`src/rtl/sram_arbiter.sv`:
```
// Two-requester arbiter and single-outstanding sequencer in front of the SRAM controller.
// Round-robin or fixed-priority grant, busy back-pressure, and a watchdog on completion.
module sram_arbiter #(
  parameter int AW         = 16,
  parameter int DW         = 16,
  parameter int FIXED_PRIO = 0,
  parameter int TIMEOUT    = 255
) (
  input  logic          clk,
  input  logic          rst,
  input  logic          req0,
  input  logic          we0,
  input  logic [AW-1:0] addr0,
  input  logic [DW-1:0] wdata0,
  output logic          ack0,
  output logic          done0,
  input  logic          req1,
  input  logic          we1,
  input  logic [AW-1:0] addr1,
  input  logic [DW-1:0] wdata1,
  output logic          ack1,
  output logic          done1,
  output logic [DW-1:0] rdata,
  output logic          err,
  output logic          owner,
  output logic          active,
  output logic [AW-1:0] mem_addr,
  output logic [DW-1:0] mem_wdata,
  output logic          mem_wr,
  output logic          mem_rd,
  input  logic [DW-1:0] mem_rdata,
  input  logic          mem_valid,
  input  logic          mem_busy
);

  localparam int CW = $clog2(TIMEOUT + 1);

  typedef enum logic [1:0] {
    S_IDLE,
    S_ISSUE,
    S_WAIT,
    S_RESP
  } state_t;

  state_t        state_q, state_d;
  logic          last_q, last_d;
  logic          owner_q, owner_d;
  logic          we_q, we_d;
  logic [AW-1:0] addr_q, addr_d;
  logic [DW-1:0] wdata_q, wdata_d;
  logic [DW-1:0] rdata_q, rdata_d;
  logic          err_q, err_d;
  logic [CW-1:0] cnt_q, cnt_d;
  logic          gnt1;
  logic          ack0_c, ack1_c;

  always_ff @(posedge clk or posedge rst) begin
    if (rst) begin
      state_q <= S_IDLE;
      last_q  <= 1'b1;
      owner_q <= 1'b0;
      we_q    <= 1'b0;
      addr_q  <= '0;
      wdata_q <= '0;
      rdata_q <= '0;
      err_q   <= 1'b0;
      cnt_q   <= '0;
    end else begin
      state_q <= state_d;
      last_q  <= last_d;
      owner_q <= owner_d;
      we_q    <= we_d;
      addr_q  <= addr_d;
      wdata_q <= wdata_d;
      rdata_q <= rdata_d;
      err_q   <= err_d;
      cnt_q   <= cnt_d;
    end
  end

  // On a tie the requester that did not win last time gets the grant.
  always_comb begin
    if (FIXED_PRIO != 0) gnt1 = req1 & ~req0;
    else                 gnt1 = req1 & (~req0 | ~last_q);
  end

  always_comb begin
    state_d = state_q;
    last_d  = last_q;
    owner_d = owner_q;
    we_d    = we_q;
    addr_d  = addr_q;
    wdata_d = wdata_q;
    rdata_d = rdata_q;
    err_d   = err_q;
    cnt_d   = cnt_q;
    ack0_c  = 1'b0;
    ack1_c  = 1'b0;
    mem_wr  = 1'b0;
    mem_rd  = 1'b0;
    unique case (state_q)
      S_IDLE: begin
        if (req0 | req1) begin
          owner_d = gnt1;
          last_d  = gnt1;
          we_d    = gnt1 ? we1 : we0;
          addr_d  = gnt1 ? addr1 : addr0;
          wdata_d = gnt1 ? wdata1 : wdata0;
          ack0_c  = ~gnt1;
          ack1_c  = gnt1;
          state_d = S_ISSUE;
        end
      end
      S_ISSUE: begin
        if (!mem_busy) begin
          mem_wr  = we_q;
          mem_rd  = ~we_q;
          cnt_d   = '0;
          state_d = S_WAIT;
        end
      end
      S_WAIT: begin
        cnt_d = cnt_q + CW'(1);
        if (mem_valid) begin
          if (!we_q) rdata_d = mem_rdata;
          err_d   = 1'b0;
          state_d = S_RESP;
        end else if (cnt_q == CW'(TIMEOUT - 1)) begin
          err_d   = 1'b1;
          state_d = S_RESP;
        end
      end
      S_RESP: state_d = S_IDLE;
      default: state_d = S_IDLE;
    endcase
  end

  // Grant is combinational in IDLE; suppress it while reset is held.
  assign ack0      = ack0_c & ~rst;
  assign ack1      = ack1_c & ~rst;
  assign done0     = (state_q == S_RESP) & ~owner_q;
  assign done1     = (state_q == S_RESP) & owner_q;
  assign rdata     = rdata_q;
  assign err       = err_q;
  assign owner     = owner_q;
  assign active    = (state_q != S_IDLE);
  assign mem_addr  = addr_q;
  assign mem_wdata = wdata_q;

endmodule
```
`config.mk`:
```
export PLATFORM = sky130hd
export DESIGN_NAME = sram_arbiter
export DESIGN_NICKNAME = d
export VERILOG_FILES = /design/src/rtl/sram_arbiter.sv
export SDC_FILE = /design/constraint.sdc
export NUM_CORES = 1
export LEC_CHECK = 0
export CAP_MARGIN = 20
export CORE_MARGIN = 2
export CORE_UTILIZATION = 43
export DETAILED_ROUTE_END_ITERATION = 7
export PLACE_DENSITY_LB_ADDON = 0.2
export SKIP_CTS_REPAIR_TIMING = 1
export SLEW_MARGIN = 10
export SYNTH_ARGS = -nofsm -noshare
export SYNTH_HDL_FRONTEND = slang
export SYNTH_SLANG_ARGS = --single-unit
```
`constraint.sdc`:
```
create_clock -name clk -period 4.3 [get_ports clk]
set_input_delay 0.86 -clock clk [delete_from_list [all_inputs] [get_ports clk]]
set_output_delay 0.86 -clock clk [all_outputs]
set_load 0.01 [all_outputs]
```
==> impl_metrics.yaml <==
yosys:
  ys_warn_count: 0
  ys_seq_area_frac: 0.540
  synth-edff-count: 0
  synth_top_area_share: 0.531
  synthFlopType: "dfrtp_1"
  synth_area_mm2: 0.00288
  synth-async-reset-ratio: 1.00
  yosys_register_bits: 62
  ys_types: 31
  synth_top_area_cell: "dfrtp_1"
  synthTopCellsByArea: "dfrtp_1, mux2i_1, mux2_2"
  synth_cells: 264
  syn-mean-instance-area_um2: 10.9
  syn_nets: 358
worst_hold_path:
  hold_path_class: "reg -> reg"
clock_network:
  clk_latency_ns: 0.33
  cts.clk_slew.worst_paths_ns: 0.07
  cts_tree: "done"
  htreeDepth: 3
  cts_root_buf: "clkbuf_8"
  numClockSinks: 62
  clockBufferDepth: 2
  cts_buffers: 9
global_route:
  grt_pass1_wl_mm: 11.9
  track_usage: 0.208
  grt_pass1_vias: 2494
  antenna_found_initial: 0
  grt_max_degree: 68
  gr-total-overflow: 0
critical_path:
  crit_required_ns: 3.44
  end_kind: "primary output"
  crit_arrival_ns: 2.37
  path_class: "in -> out"
  cp-start-kind: "primary input"
  cp_max_fo: 4
sta:
  max_freq_ghz: 0.309
  slew_violations: 0
  worst_slew_pin_slew_ns: 0.775
  clock_skew_ns: 0.00883
  rsz0062_at_grt: "false"
  fin_crit_sh: 0.752
  slew_headroom: 0.483
  min_period_ns: 3.23
  tns_ns: 0
  final-hold-violation-count: 0
  setup_viol: 0
power_and_ir_drop:
  p_leak_nw: 2.00
  power.total_w: 0.00297
  power.density_mw_per_mm2: 645
  peakVddDrop_uv: 285
die:
  core_area_mm2: 0.00642
  fp.dieArea_mm2: 0.00736
  ios: 145
  initial_utilization: 0.448
  die_y_um: 85.8
  fp.dieW_um: 85.8
  rows: 29
routing:
  post_drt_wl_per_cell_um: 14.9
  top_layer_used: "met4"
  ant_nets: 0
  drtIter0Drc: 136
  met1_length_mm: 3.05
  routed_wl_mm: 7.27
  vias_per_cell: 4.97
  post-route-drc-count: 9
  vias: 2429
  wl_met2_mm: 3.48
  wl_met3_um: 597
  dr.pass1.iters: 7
place:
  io_buffers: 144
  place.gp.congestion: 0.853
  post-dp-hpwl_mm: 5.51
  place_inst: 473
layout:
  diodes: 0
  nNetsFinal: 501
  drive_gt1_frac: 0.0947
  area_growth_pct: 60.3
  final_cells: 489
run_status:
  violations: "design-rule violations"
  status: "finished with violations"
flow_run:
  cap_violations: 0
-- sequential cells by signal, indices dropped and copies added (netlist names), 2 cells and up --
name       flops
state_q        2
rdata         16
mem_addr      16
cnt_q          8
mem_wdata     16
-- power breakdown --
| group | switching, W | internal, W |
|---|---|---|
| combinational | 0.000588 | 0.000735 |
| sequential | 0.000162 | 0.000857 |
| clock | 0.000214 | 0.000418 |
| total | 0.000964 | 0.00201 |
-- metrics by stage --
| stage | cell area [um^2] | hold WS [ns] | utilization | worst slack [ns] |
|---|---|---|---|---|
| global route | 4610 | 0.508 | 0.718 | 1.00 |
| finish | 4610 | 0.478 | 0.718 | 1.07 |
| detailed placement | 4360 | 0.469 | 0.679 | 1.07 |
| floorplan | 2880 | 0.472 | - | 0.901 |
| global placement | 4360 | 0.460 | 0.679 | 1.08 |
| CTS | 4610 | 0.485 | 0.718 | 1.06 |
-- path summary, 6_finish.rpt --
path,from,to,slack [ns],cells past startpoint
worst max-delay path,req1,ack1,1.07,4
worst min-delay path,mem_wdata[11],mem_wdata[11],0.48,2
worst max register to register,state_q[0],rdata[1],2.18,4
worst min register to register,mem_wdata[11],mem_wdata[11],0.48,2
max in group asynchronous,rst,state_q[1],2.67,3
min in group asynchronous,rst,mem_addr[15],1.10,3
-- cell type report --
cell class                 count  area (um^2)
clock inverter                 3         90.1
sequential                    62         1550
clock buffer                  13          159
inverter                       7         26.3
multi-input combinational    180         1220
tap                           77         96.3
timing repair buffer         147         1460
fill                         481         1810
-- cells in the mapped netlist, types with 5 or more instances --
cell	n
o21ai_0	26
mux2_2	17
nand2_1	43
ha_1	6
mux2i_1	34
clkbuf_1	5
a21oi_1	5
o21ai_1	13
nor2_1	10
inv_1	7
buf_2	5
dfrtp_1	61
-- routing by layer --
metal,up-vias,track usage
li1,1191,-
met1,1116,0.256
met2,110,0.345
met3,12,0.0597
met4,0,0.0837
met5,-,0
-- cells in the final DEF, fill, tap and decap left out, drive strengths merged --
cell type and count:
and2 2, mux2i 34, xnor2 3, ha 6
nor2 10, clkbuf 13, a22o 2, o31ai 1
a21boi 1, nand2 43, dfstp 1, dfrtp 61
and3 1, or2b 1, nand3 4, bufinv 3
clkdlybuf4s50 144, a31oi 1, o21a 1, nand4 1
o21ai 39, nor3 3, inv 7, buf 3
a21oi 5, mux2 17, nor2b 1, a22oi 1
nor4 3
-- cells by family after synthesis --
| family | synth area share |
|---|---|
| flops | 0.540 |
| mux | 0.185 |
| xor+xnor | 0.00914 |
| buf+inv | 0.0426 |
| simple gates | 0.102 |
| compound gates | 0.0953 |
| fa+ha+maj | 0.0261 |
-- worst max-delay path: stages --
cell	delay (ns)
clkdlybuf4s50_1	0.57
a21boi_4	0.25
and3_1	0.17
clkdlybuf4s50_1	0.52
(Power assumes the default switching activity.)
